===== src/rtl/m68k_bus_responder_if.sv =====
// 68000 CPU bus strobes plus the single-outstanding memory request/ack port.
// The responder uses the slave modport; the CPU/memory side uses master.
interface m68k_bus_responder_if;
  logic        AS_n;
  logic        UDS_n;
  logic        LDS_n;
  logic        rw_n;
  logic [23:0] address;
  logic [2:0]  FC;
  logic [15:0] cpu_dout;
  logic [15:0] cpu_din;
  logic        DTACK_n;
  logic        VPA_n;
  logic        BERR_n;
  logic        mem_req;
  logic        mem_we;
  logic [1:0]  mem_be;
  logic [22:0] mem_addr;
  logic [15:0] mem_wdata;
  logic        mem_ack;
  logic [15:0] mem_rdata;

  modport slave (
    input  AS_n, UDS_n, LDS_n, rw_n, address, FC, cpu_dout, mem_ack, mem_rdata,
    output cpu_din, DTACK_n, VPA_n, BERR_n, mem_req, mem_we, mem_be, mem_addr, mem_wdata
  );

  modport master (
    output AS_n, UDS_n, LDS_n, rw_n, address, FC, cpu_dout, mem_ack, mem_rdata,
    input  cpu_din, DTACK_n, VPA_n, BERR_n, mem_req, mem_we, mem_be, mem_addr, mem_wdata
  );
endinterface


===== src/rtl/m68k_bus_responder.sv =====
// Answers 68000 bus cycles from a level mem_req / pulse mem_ack memory port.
// DTACK_n asserts 1+WAIT_STATES cycles after mem_ack; no mem_ack within TIMEOUT cycles gives BERR_n.
module m68k_bus_responder #(
  parameter int WAIT_STATES = 0,
  parameter int TIMEOUT     = 255
) (
  input logic                 clk,
  input logic                 reset_n,
  m68k_bus_responder_if.slave bus
);

  typedef enum logic [2:0] {IDLE, REQ, WAIT, ACK, IACK, BERR, DRAIN} state_t;

  localparam int            WW      = (WAIT_STATES > 1) ? $clog2(WAIT_STATES) : 1;
  localparam logic [WW-1:0] WS_LAST = WW'(WAIT_STATES - 1);
  localparam logic [7:0]    TO_LAST = 8'(TIMEOUT - 1);

  state_t        state;
  logic [7:0]    tcnt;
  logic [WW-1:0] wcnt;
  logic          armed;
  logic          dtack_n, vpa_n, berr_n;
  logic          mem_req, mem_we;
  logic [1:0]    mem_be;
  logic [22:0]   mem_addr;
  logic [15:0]   mem_wdata, cpu_din;

  wire unused_addr_lsb = bus.address[0];

  // armed records that AS_n has been seen high since the last accepted cycle,
  // so a new transaction needs a fresh AS_n falling edge (also after reset).
  always_ff @(posedge clk or negedge reset_n) begin
    if (!reset_n) begin
      state     <= IDLE;
      tcnt      <= '0;
      wcnt      <= '0;
      armed     <= 1'b0;
      dtack_n   <= 1'b1;
      vpa_n     <= 1'b1;
      berr_n    <= 1'b1;
      mem_req   <= 1'b0;
      mem_we    <= 1'b0;
      mem_be    <= '0;
      mem_addr  <= '0;
      mem_wdata <= '0;
      cpu_din   <= '0;
    end else begin
      if (bus.AS_n) armed <= 1'b1;
      unique case (state)
        IDLE: begin
          if (armed && !bus.AS_n) begin
            if (bus.FC == 3'b111) begin
              state <= IACK;
              vpa_n <= 1'b0;
              armed <= 1'b0;
            end else if (!bus.UDS_n || !bus.LDS_n) begin
              state     <= REQ;
              mem_req   <= 1'b1;
              mem_addr  <= bus.address[23:1];
              mem_we    <= ~bus.rw_n;
              mem_be    <= {~bus.UDS_n, ~bus.LDS_n};
              mem_wdata <= bus.cpu_dout;
              tcnt      <= '0;
              armed     <= 1'b0;
            end
          end
        end
        REQ: begin
          if (bus.mem_ack && !bus.AS_n) begin
            mem_req <= 1'b0;
            if (!mem_we) cpu_din <= bus.mem_rdata;
            if (WAIT_STATES > 0) begin
              state <= WAIT;
              wcnt  <= '0;
            end else begin
              state   <= ACK;
              dtack_n <= 1'b0;
            end
          end else if (bus.mem_ack || (bus.AS_n && tcnt == TO_LAST)) begin
            // aborted cycle finishing in the same clock: drop quietly
            mem_req <= 1'b0;
            state   <= IDLE;
          end else if (bus.AS_n) begin
            state <= DRAIN;
            tcnt  <= tcnt + 8'd1;
          end else if (tcnt == TO_LAST) begin
            mem_req <= 1'b0;
            berr_n  <= 1'b0;
            state   <= BERR;
          end else begin
            tcnt <= tcnt + 8'd1;
          end
        end
        WAIT: begin
          if (bus.AS_n) begin
            state <= IDLE;
          end else if (wcnt == WS_LAST) begin
            state   <= ACK;
            dtack_n <= 1'b0;
          end else begin
            wcnt <= wcnt + 1'b1;
          end
        end
        ACK: begin
          if (bus.AS_n) begin
            dtack_n <= 1'b1;
            state   <= IDLE;
          end
        end
        IACK: begin
          if (bus.AS_n) begin
            vpa_n <= 1'b1;
            state <= IDLE;
          end
        end
        BERR: begin
          if (bus.AS_n) begin
            berr_n <= 1'b1;
            state  <= IDLE;
          end
        end
        DRAIN: begin
          if (bus.mem_ack || tcnt == TO_LAST) begin
            mem_req <= 1'b0;
            state   <= IDLE;
          end else begin
            tcnt <= tcnt + 8'd1;
          end
        end
        default: state <= IDLE;
      endcase
    end
  end

  assign bus.DTACK_n   = dtack_n;
  assign bus.VPA_n     = vpa_n;
  assign bus.BERR_n    = berr_n;
  assign bus.mem_req   = mem_req;
  assign bus.mem_we    = mem_we;
  assign bus.mem_be    = mem_be;
  assign bus.mem_addr  = mem_addr;
  assign bus.mem_wdata = mem_wdata;
  assign bus.cpu_din   = cpu_din;

endmodule


===== src/flat_wrapper.sv =====
// flat-port wrapper written by rule: the top's interface ports become plain ports
module m68k_bus_responder_flat 
#(
  parameter int WAIT_STATES = 0,
  parameter int TIMEOUT     = 255
)
  (clk, reset_n, bus_AS_n, bus_UDS_n, bus_LDS_n, bus_rw_n, bus_address, bus_FC, bus_cpu_dout, bus_mem_ack, bus_mem_rdata, bus_cpu_din, bus_DTACK_n, bus_VPA_n, bus_BERR_n, bus_mem_req, bus_mem_we, bus_mem_be, bus_mem_addr, bus_mem_wdata);
  m68k_bus_responder_if bus_i ();
  input logic clk;
  input logic reset_n;
  input wire logic [$bits(bus_i.AS_n)-1:0] bus_AS_n;
  input wire logic [$bits(bus_i.UDS_n)-1:0] bus_UDS_n;
  input wire logic [$bits(bus_i.LDS_n)-1:0] bus_LDS_n;
  input wire logic [$bits(bus_i.rw_n)-1:0] bus_rw_n;
  input wire logic [$bits(bus_i.address)-1:0] bus_address;
  input wire logic [$bits(bus_i.FC)-1:0] bus_FC;
  input wire logic [$bits(bus_i.cpu_dout)-1:0] bus_cpu_dout;
  input wire logic [$bits(bus_i.mem_ack)-1:0] bus_mem_ack;
  input wire logic [$bits(bus_i.mem_rdata)-1:0] bus_mem_rdata;
  output wire logic [$bits(bus_i.cpu_din)-1:0] bus_cpu_din;
  output wire logic [$bits(bus_i.DTACK_n)-1:0] bus_DTACK_n;
  output wire logic [$bits(bus_i.VPA_n)-1:0] bus_VPA_n;
  output wire logic [$bits(bus_i.BERR_n)-1:0] bus_BERR_n;
  output wire logic [$bits(bus_i.mem_req)-1:0] bus_mem_req;
  output wire logic [$bits(bus_i.mem_we)-1:0] bus_mem_we;
  output wire logic [$bits(bus_i.mem_be)-1:0] bus_mem_be;
  output wire logic [$bits(bus_i.mem_addr)-1:0] bus_mem_addr;
  output wire logic [$bits(bus_i.mem_wdata)-1:0] bus_mem_wdata;
  assign bus_i.AS_n = bus_AS_n;
  assign bus_i.UDS_n = bus_UDS_n;
  assign bus_i.LDS_n = bus_LDS_n;
  assign bus_i.rw_n = bus_rw_n;
  assign bus_i.address = bus_address;
  assign bus_i.FC = bus_FC;
  assign bus_i.cpu_dout = bus_cpu_dout;
  assign bus_i.mem_ack = bus_mem_ack;
  assign bus_i.mem_rdata = bus_mem_rdata;
  assign bus_cpu_din = bus_i.cpu_din;
  assign bus_DTACK_n = bus_i.DTACK_n;
  assign bus_VPA_n = bus_i.VPA_n;
  assign bus_BERR_n = bus_i.BERR_n;
  assign bus_mem_req = bus_i.mem_req;
  assign bus_mem_we = bus_i.mem_we;
  assign bus_mem_be = bus_i.mem_be;
  assign bus_mem_addr = bus_i.mem_addr;
  assign bus_mem_wdata = bus_i.mem_wdata;
  m68k_bus_responder #(.WAIT_STATES(WAIT_STATES), .TIMEOUT(TIMEOUT)) u_core (.clk(clk), .reset_n(reset_n), .bus(bus_i));
endmodule

===== config.mk =====
export PLATFORM = sky130hd
export DESIGN_NAME = m68k_bus_responder_flat
export DESIGN_NICKNAME = d
export VERILOG_FILES = /design/src/rtl/m68k_bus_responder_if.sv /design/src/rtl/m68k_bus_responder.sv /design/src/flat_wrapper.sv
export SDC_FILE = /design/constraint.sdc
export NUM_CORES = 1
export LEC_CHECK = 0
export CAP_MARGIN = 20
export CORE_MARGIN = 5
export CORE_UTILIZATION = 40
export CTS_BUF_LIST = sky130_fd_sc_hd__clkbuf_2
export CTS_CLUSTER_SIZE = 25
export DETAILED_ROUTE_END_ITERATION = 10
export GPL_TIMING_DRIVEN = 0
export PLACE_DENSITY_LB_ADDON = 0.15
export SLEW_MARGIN = 20
export SYNTH_ARGS = -nofsm -noshare
export SYNTH_HDL_FRONTEND = slang
export SYNTH_SLANG_ARGS = --single-unit

===== constraint.sdc =====
create_clock -name clk -period 2.2 [get_ports clk]
set_input_delay 0.22 -clock clk [delete_from_list [all_inputs] [get_ports clk]]
set_output_delay 0.22 -clock clk [all_outputs]
set_load 0.1 [all_outputs]

==> reports/qor.yml <==
avgSynthCellArea_sq_um: 10.0
cap_violations: 0
track_usage_pct: 17.3
netlist.area_leader.share_pct: 55.0
finalNetCount: 533
synth_ff_type: "dfrtp_1"
num_vias: 2700
yosysMostFrequentCell: "nand2_1"
path_class: "flop to output pin"
crit_path_start_kind: "flop"
dieArea_sq_um: 10100
placed_area_sq_um: 4680
crit_buf_inv: 1
coreArea_sq_um: 8090
diodes: 0
antenna_left: 0
tightest_slew_ps: 1020
fillers: 783
vias_per_cell: 4.70
drt_pass1_iterations: 4
cts_setup_buffers: 0
die_width_um: 100
period_share_pct: 95.8
crit_chain: "clkdlybuf4s15_1"
synth-edff-count: 0
cp_slowest_cell: "clkdlybuf4s15_1"
fmax_mhz: 475
setup_viol_count_final: 0
syn_inst: 326
synth_cell_type_count: 44
gp_congestion: 0.816
min_path_type: "primary input to async pin"
fin_util_pct: 58.6
grt_pass1_wl_mm: 13.8
dp_hpwl_mm: 6.05
grt_pass1_vias: 2893
path_max_fanout: 3
io_pins: 128
ys_seq_area_share_pct: 57.5
wl_per_cell_um: 14.1
start_util_pct: 40.4
fin_area_sq_um: 4740
hold_violations: 0
synth_fp_nets: 394
die_h_um: 100
synth-seq-cells: 75
arrival_ps: 1890
cts.sinks: 75
netlist_area_sq_um: 3270
slew_headroom_pct: 32.6
path_delay_family: "buffers and inverters"
synth_area_leader_cell: "dfrtp_1"
grt_antenna_before_repair: 0
synth.top_cells.by_area: "dfrtp_1, nand2_1, mux2_2, dfstp_2, o21ai_0"
crit_required_ps: 1980
async_reset_ff_share_pct: 100
clock_skew_ps: 27.5
clkLatencyLatePin_ps: 510
grt_max_degree: 41
totalWireLength_mm: 8.14
drtIter0Drc: 92
io_buffers: 126
cts_tree: "built"
cts_root_buf: "clkbuf_2"
cp-end-kind: "output pin"
core.rowCount: 33
slew_viol_final: 0
drive_above_1_share_pct: 14.3
status: "finished clean"
max_stage_delay_ps: 820
synth_common_cells: "nand2_1, dfrtp_1, mux2_2"
period_needed_ps: 2110
numCtsBuffers: 9
clkTransAtPathRegs_ps: 220
htreeDepth: 3
layout-area-overhead-vs-synth_pct: 45.0
grt-ovfl-total: 0
rsz0062_at_grt: "false"
ctsLongestPathBuffers: 2
drc_errors: 0
yosysWarnings: 0
[flip-flops by register name, summed over array words and instances (netlist names)]
register and count:
u_core.armed 1, u_core.bus.BERR_n 1, u_core.bus.DTACK_n 1, u_core.bus.VPA_n 1
u_core.bus.cpu_din 16, u_core.bus.mem_addr 23, u_core.bus.mem_be 2, u_core.bus.mem_req 1
u_core.bus.mem_wdata 16, u_core.bus.mem_we 1, u_core.state 3, u_core.tcnt 8
u_core.wcnt 1
[layout make-up]
type	instances	area (sq um)	share of cell area, %
buffer	14	97.6	2.06
clock buffer	11	55.1	1.16
clock inverter	5	77.6	1.64
inverter	4	15.0	0.316
multi-input combinational	233	1280	27.0
sequential	75	1880	39.6
tap	105	131	2.77
timing repair buffer	128	1200	25.4
[stage by stage]
| step | setup TNS, ps | instances | setup slack [ps] | hold slack (ps) |
|---|---|---|---|---|
| global placement | -134210 | 557 | -1830 | 455 |
| floorplan | 0 | 326 | 238 | -75.6 |
| global route | 0 | 575 | 15.2 | 130 |
| detailed placement | -316 | 558 | -30.7 | 206 |
| finish | 0 | 575 | 92.9 | 160 |
| CTS | 0 | 575 | 1.29 | 146 |
[logic make-up (layout without fill, tap and decap cells)]
logic type,Yosys count,in the layout,synth area share [%]
and+or+nand+nor,171,171,23.5
AOI/OAI and AO/OA,37,37,7.15
xor gates and xnor gates,3,3,0.803
adders and majority gates,2,2,0.764
DFF,75,75,57.5
muxes,20,20,6.84
buffers and inverters,18,162,3.44
[repair_timing]
item                                    CTS  global route
cloned                                    0             0
endpoints found under the setup margin   62            14
pin swaps                                 0             1
hold buffers                              1             0
hold endpoints to repair                 36             0
resized for setup                        64             4
[layout by cell type, fill, tap and decap left out, types with 2 or more instances in the layout]
cell type / instances
dlygate4sd2_1: 59
a22o_1: 3
clkbuf_2: 13
clkinv_2: 2
nand4_1: 2
dfrtp_1: 72
a211oi_1: 2
clkdlybuf4s50_1: 63
nor3_1: 2
a21oi_1: 8
or2_2: 3
inv_1: 4
o21ai_0: 15
and3_1: 2
buf_6: 5
nand2_1: 133
clkbuf_1: 3
ha_1: 2
or3_4: 2
buf_2: 6
nor2_1: 8
bufinv_16: 2
dfstp_2: 3
nand2b_1: 2
mux2_2: 19
xor2_1: 3
nand3_1: 4
[path summary, 6_finish.rpt]
check / end / depth (start not counted) / startpoint / slack [ps]
setup / recovery: bus_BERR_n / 1 / u_core.bus.BERR_n$_DFFE_PN1P_ / 90
hold / removal: u_core.armed$_DFF_PN0_ / 2 / reset_n / 160
setup reg to reg: u_core.tcnt[4]$_DFFE_PN0P_ / 4 / u_core.state[1]$_DFFE_PN0P_ / 200
hold reg to reg: u_core.bus.mem_addr[10]$_DFFE_PN0P_ / 2 / u_core.bus.mem_addr[10]$_DFFE_PN0P_ / 490
max in group asynchronous: u_core.bus.BERR_n$_DFFE_PN1P_ / 3 / reset_n / 1400
min in group clk: u_core.bus.mem_addr[2]$_DFFE_PN0P_ / 3 / bus_address[3] / 190
[layer usage]
layer / vias to the layer above / GRT usage [%] / part of all wire [%]
li1: 1341 / - / -
met1: 1268 / 21.3 / 43
met2: 79 / 26.6 / 46
met3: 12 / 7.68 / 10
met4: 0 / 6.94 / 1.6
met5: - / 0 / 0
Power is left out: the tool's default activity adds up to more than one toggle a clock period on the data nets, which glitch-free logic cannot reach.
